--- src/rtl/bisr_repair_reg.sv ---
// Built-in self-repair stage: collects BIST fail keys into a small fault table and
// redirects controller accesses that hit a faulty word into per-entry spare registers.
module bisr_repair_reg #(
    parameter int N_SPARE = 4,
    parameter int ADDR_W  = 10,
    parameter int SEL_W   = 6,
    parameter int DATA_W  = 8,
    parameter int CNT_W   = 3
) (
    input  logic              CLK,
    input  logic              RSTN,
    input  logic              BIST_EN,
    input  logic              CLR,
    input  logic              FAIL_VALID,
    input  logic [ADDR_W-1:0] FAIL_ADDR,
    input  logic [SEL_W-1:0]  FAIL_SELECT,
    input  logic              MEM_CE,
    input  logic              MEM_WEB,
    input  logic [ADDR_W-1:0] MEM_ADDR,
    input  logic [SEL_W-1:0]  MEM_SELECT,
    input  logic [DATA_W-1:0] MEM_IDATA,
    input  logic [DATA_W-1:0] ARRAY_ODATA,
    output logic              ARRAY_CE,
    output logic [DATA_W-1:0] RD_DATA,
    output logic              REPAIR_HIT,
    output logic [CNT_W-1:0]  FAULT_COUNT,
    output logic              REPAIR_OVERFLOW,
    output logic              REPAIR_ACTIVE
);

    localparam int KEY_W = SEL_W + ADDR_W;
    localparam int IDX_W = (N_SPARE > 1) ? $clog2(N_SPARE) : 1;

    typedef enum logic [1:0] {
        ST_IDLE,
        ST_COLLECT,
        ST_REPAIR
    } state_t;

    state_t              r_state;
    state_t              w_next_state;

    logic [N_SPARE-1:0]  r_valid;
    logic [KEY_W-1:0]    r_key   [N_SPARE];
    logic [DATA_W-1:0]   r_spare [N_SPARE];
    logic [CNT_W-1:0]    r_count;
    logic                r_overflow;
    logic                r_hit;
    logic [DATA_W-1:0]   r_rdata;

    logic [KEY_W-1:0]    w_fail_key;
    logic [KEY_W-1:0]    w_mem_key;
    logic                w_fail_match;
    logic                w_mem_match;
    logic [IDX_W-1:0]    w_mem_idx;
    logic                w_remap_hit;
    logic                w_capture;
    logic                w_full;

    assign w_fail_key = {FAIL_SELECT, FAIL_ADDR};
    assign w_mem_key  = {MEM_SELECT, MEM_ADDR};
    assign w_full     = (r_count == CNT_W'(N_SPARE));

    // Parallel CAM lookup for both the BIST fail key and the controller key.
    always_comb begin
        w_fail_match = 1'b0;
        w_mem_match  = 1'b0;
        w_mem_idx    = '0;
        for (int unsigned i = 0; i < N_SPARE; i++) begin
            if (r_valid[i] && (r_key[i] == w_fail_key)) begin
                w_fail_match = 1'b1;
            end
            if (r_valid[i] && (r_key[i] == w_mem_key)) begin
                w_mem_match = 1'b1;
                w_mem_idx   = IDX_W'(i);
            end
        end
    end

    assign w_remap_hit = (r_state == ST_REPAIR) && MEM_CE && w_mem_match;
    assign w_capture   = (r_state == ST_COLLECT) && FAIL_VALID && !CLR && !w_fail_match;

    // FSM: state register
    always_ff @(posedge CLK or negedge RSTN) begin
        if (!RSTN) begin
            r_state <= ST_IDLE;
        end else begin
            r_state <= w_next_state;
        end
    end

    // FSM: next-state logic; a CLR while leaving COLLECT means the table is empty.
    always_comb begin
        w_next_state = r_state;
        unique case (r_state)
            ST_IDLE: begin
                if (BIST_EN) w_next_state = ST_COLLECT;
            end
            ST_COLLECT: begin
                if (!BIST_EN) begin
                    if (CLR || (r_count == '0)) w_next_state = ST_IDLE;
                    else                        w_next_state = ST_REPAIR;
                end
            end
            ST_REPAIR: begin
                if (BIST_EN)  w_next_state = ST_COLLECT;
                else if (CLR) w_next_state = ST_IDLE;
            end
            default: w_next_state = ST_IDLE;
        endcase
    end

    // FSM: outputs
    always_comb begin
        REPAIR_ACTIVE = (r_state == ST_REPAIR);
        ARRAY_CE      = MEM_CE && !w_remap_hit;
    end

    // Fault table, spare data and fault counter
    always_ff @(posedge CLK or negedge RSTN) begin
        if (!RSTN) begin
            r_valid    <= '0;
            r_count    <= '0;
            r_overflow <= 1'b0;
            for (int unsigned i = 0; i < N_SPARE; i++) begin
                r_key[i]   <= '0;
                r_spare[i] <= '0;
            end
        end else if (CLR) begin
            r_valid    <= '0;
            r_count    <= '0;
            r_overflow <= 1'b0;
            for (int unsigned i = 0; i < N_SPARE; i++) begin
                r_key[i]   <= '0;
                r_spare[i] <= '0;
            end
        end else begin
            if (w_capture && w_full) begin
                r_overflow <= 1'b1;
            end
            if (w_capture && !w_full) begin
                r_count <= r_count + 1'b1;
            end
            for (int unsigned i = 0; i < N_SPARE; i++) begin
                if (w_capture && !w_full && (CNT_W'(i) == r_count)) begin
                    r_valid[i] <= 1'b1;
                    r_key[i]   <= w_fail_key;
                    r_spare[i] <= '0;
                end
                if (w_remap_hit && !MEM_WEB && (IDX_W'(i) == w_mem_idx)) begin
                    r_spare[i] <= MEM_IDATA;
                end
            end
        end
    end

    // Read-side: hit flag and spare snapshot only move on read strobes.
    always_ff @(posedge CLK or negedge RSTN) begin
        if (!RSTN) begin
            r_hit   <= 1'b0;
            r_rdata <= '0;
        end else if (MEM_CE && MEM_WEB) begin
            r_hit <= w_remap_hit;
            if (w_remap_hit) begin
                r_rdata <= r_spare[w_mem_idx];
            end
        end
    end

    assign RD_DATA         = r_hit ? r_rdata : ARRAY_ODATA;
    assign REPAIR_HIT      = r_hit;
    assign FAULT_COUNT     = r_count;
    assign REPAIR_OVERFLOW = r_overflow;

endmodule

--- config.mk ---
export PLATFORM = sky130hd
export DESIGN_NAME = bisr_repair_reg
export DESIGN_NICKNAME = d
export VERILOG_FILES = /design/src/rtl/bisr_repair_reg.sv
export SDC_FILE = /design/constraint.sdc
export NUM_CORES = 1
export LEC_CHECK = 0
export CAP_MARGIN = 20
export CORE_MARGIN = 5
export CORE_UTILIZATION = 36
export DETAILED_ROUTE_END_ITERATION = 7
export GPL_ROUTABILITY_DRIVEN = 0
export GPL_TIMING_DRIVEN = 0
export SETUP_SLACK_MARGIN = 0.05
export SKIP_CTS_REPAIR_TIMING = 1
export SKIP_LAST_GASP = 1
export SYNTH_ARGS = -nofsm -noshare
export SYNTH_HDL_FRONTEND = slang
export SYNTH_SLANG_ARGS = --single-unit
--- constraint.sdc ---
create_clock -name CLK -period 2 [get_ports CLK]
set_input_delay 0.2 -clock CLK [delete_from_list [all_inputs] [get_ports CLK]]
set_output_delay 0.2 -clock CLK [all_outputs]
set_load 0.05 [all_outputs]
==> impl_metrics.ini <==
[placement]
dpl-instance-area_um2 = 7940
dp_hpwl_um = 14900
io_buffers = 52
pre_cts_slack_ns = -1.44

[cells_and_area]
layout_commonest_cell = dfrtp_1
layout_common_cells = dfrtp_1 (109), xor2_1 (92), nor2_1 (71), mux2i_1 (71)
final_util_pct = 52.2
area_delta_synth_final_pct = 41.4
stdcell_area_um2 = 9830
diodes = 0
fin_nets = 884
n_fill_cell = 1654
drive_above_1_share_pct = 27.4

[clock_network]
cts.htree.levels = 4
clk_pin_slew_ns = 0.06
root_buffer = clkbuf_16
cts_sinks = 115
cts_tree = done
clock_latency_ns = 0.43
cts_buffers = 17
clock_path_buffers = 2

[die]
core_um2 = 18800
dieHeight_um = 149
pin_count = 70
rows = 50
start_util_pct = 36.9
die_area_um2 = 22200
die_w_um = 149

[power_and_ir_drop]
p_per_area_nw_per_um2 = 641
ir_worst_vdd_v = 0.000663
p_leak_nw = 4.20

[worst_hold_path]
hold_path_class = in2reg
holdCritStartpoint = FAIL_SELECT[3]

[critical_path]
critPathLaunch = MEM_ADDR[4]
path_cells = clkdlybuf4s50_1 > xor2_1 > nor4_2 > nand2_1 > nor4_4 > buf_4 > o41ai_4 > and2_4 > buf_6
max_stage_delay_ns = 0.58
rr_startpoint = r_key[20]$_DFFE_PN0P_
critical_path.startpoint_type = input pin
arrival_ns = 2.49
r2r_setup_slack_ns = -0.58
r2r.worst_path.cells = 9
crit_end = ARRAY_CE
end_kind = output pin
crit_buf_inv = 3
crit_fanout = 4
worst-path-stages = 9
cp_top_family = simple AND/OR/NAND/NOR gates
crit_slowest_cell = clkdlybuf4s50_1
crit_required_ns = 1.80
critPathKind = in2out
r2r_end = r_rdata[7]$_DFFE_PN0P_

[synthesis]
ys.flop_type = dfrtp_1
synth-seq-cells = 115
synth-edff-count = 0
synth_area_um2 = 6950
ys_seq_area_share_pct = 41.4
syn_area_per_cell_um2 = 10.1
ys_warn_count = 0
synth_cells = 687
yosysUniqueCellTypes = 52
async_flop_share_pct = 100
synth_nets = 747

[sta]
finalHoldViolCount = 0
skew_ns = 0.0112
finalWorstSetupSlack_ns = -0.693
fin_crit_sh_pct = 135
fmax_mhz = 371
tightest_slew_ns = 0.882
setup_viol = 114
totalNegativeSetupSlack_ns = -53.18
grt_setup_unrepaired = yes
slew_viol_final = 0
fin_crit_ns = 2.69
slew_headroom_pct = 41.2

[global_route]
grtUsageTotal_pct = 18.5
grt_overflow = 0
grt_pass1_wl_um = 31500
antenna_found_initial = 0
grt_max_degree = 62
grt_pass1_vias = 5311

[drt]
via_per_inst = 5.14
wirelength_um = 21900
num_vias = 5635
drc = 0
drt_iter0_drc = 413
first_pass_iters = 5
final_antenna_net_count = 0
routedWlPerCell_um = 19.9

[outcome]
status = finished with violations
violations = negative setup slack

[run]
max-cap-violations = 0
[worst min path at each step]
stage | end | slack [ns] | cells after the start
final | r_key[61]$_DFFE_PN0P_ | 0.14 | 3
after global routing | r_key[61]$_DFFE_PN0P_ | 0.15 | 3
after floorplan | FAULT_COUNT[0]$_DFFE_PN0P_ | -0.1 | 0
after global placement | r_state[0]$_DFFE_PN0P_ | 0.48 | 1
after detailed placement | FAULT_COUNT[1]$_DFFE_PN0P_ | 0.21 | 1
after CTS | FAULT_COUNT[1]$_DFFE_PN0P_ | -0.25 | 1
[stage by stage]
step	instances	hold WS [ns]	power, mW
after floorplan	687	-0.0956	2.77
after global placement	999	0.484	3.07
after detailed placement	1000	0.210	3.08
after CTS	1032	-0.248	6.26
after global routing	1097	0.154	6.52
final	1097	0.138	6.30
[sequential cells by signal (all words and copies together) (netlist names)]
name / count
r_key: 64
r_spare: 32
r_rdata: 8
r_valid: 4
FAULT_COUNT: 3
r_state: 2
REPAIR_HIT: 1
REPAIR_OVERFLOW: 1
[worst reg2reg max path, delay by kind of cell (launching register included)]
| family | cells | cell delay, ns |
|---|---|---|
| AOI/OAI and AO/OA | 1 | 0.10 |
| and+or+nand+nor | 4 | 1.09 |
| buffers and inverters | 2 | 0.35 |
| xor gates and xnor gates | 1 | 0.18 |
| DFF | 1 | 0.41 |
| muxes | 1 | 0.33 |
[cell usage after synthesis (9+ instances only)]
cell type | n | area [µm²]
xor2_1 | 95 | 832
buf_2 | 23 | 115
mux2_2 | 10 | 113
o21ai_0 | 10 | 50.1
inv_1 | 18 | 67.6
a21oi_1 | 26 | 130
mux2i_1 | 71 | 711
nor4_1 | 21 | 131
clkbuf_1 | 15 | 56.3
xnor2_1 | 33 | 289
nor2_1 | 74 | 278
nand4_1 | 9 | 56.3
dfrtp_1 | 115 | 2880
nand3b_1 | 29 | 218
nand2_1 | 40 | 150
[cells by family (layout without fill, tap and decap cells)]
group / Yosys count / count (layout) / synth area share (%)
and+or+nand+nor: 219 / 219 / 18.0
DFF: 115 / 115 / 41.4
adders and majority gates: 5 / 5 / 0.900
xor gates and xnor gates: 128 / 128 / 16.1
muxes: 81 / 81 / 11.8
buffers and inverters: 64 / 214 / 4.36
AOI/OAI and AO/OA: 75 / 75 / 7.33
[power breakdown]
part           switching [mW]  total, mW  leakage (nW)  internal [mW]
Sequential             0.0306       2.38          1.56           2.35
Combinational           0.439      0.731          2.36          0.292
Clock                    1.17       3.19         0.288           2.02
Total                    1.64       6.30          4.20           4.67
[layout make-up]
class | count | area [µm²] | area share [%]
clock inverter | 12 | 156 | 1.59
multi-input combinational | 508 | 4280 | 43.5
buffer | 45 | 332 | 3.37
timing repair buffer | 119 | 1330 | 13.5
clock buffer | 20 | 457 | 4.65
inverter | 18 | 67.6 | 0.687
sequential | 115 | 2890 | 29.4
tap | 260 | 325 | 3.31
[routing by layer]
metal / vias to the layer above / GRT usage, % / share of wire (%)
li1: 2649 / - / -
met5: - / 0 / 0
met1: 2799 / 25.9 / 46
met2: 162 / 28.8 / 47
met3: 25 / 4.01 / 5.2
met4: 0 / 5.49 / 1.4
Power figures use the tool's default switching activity.
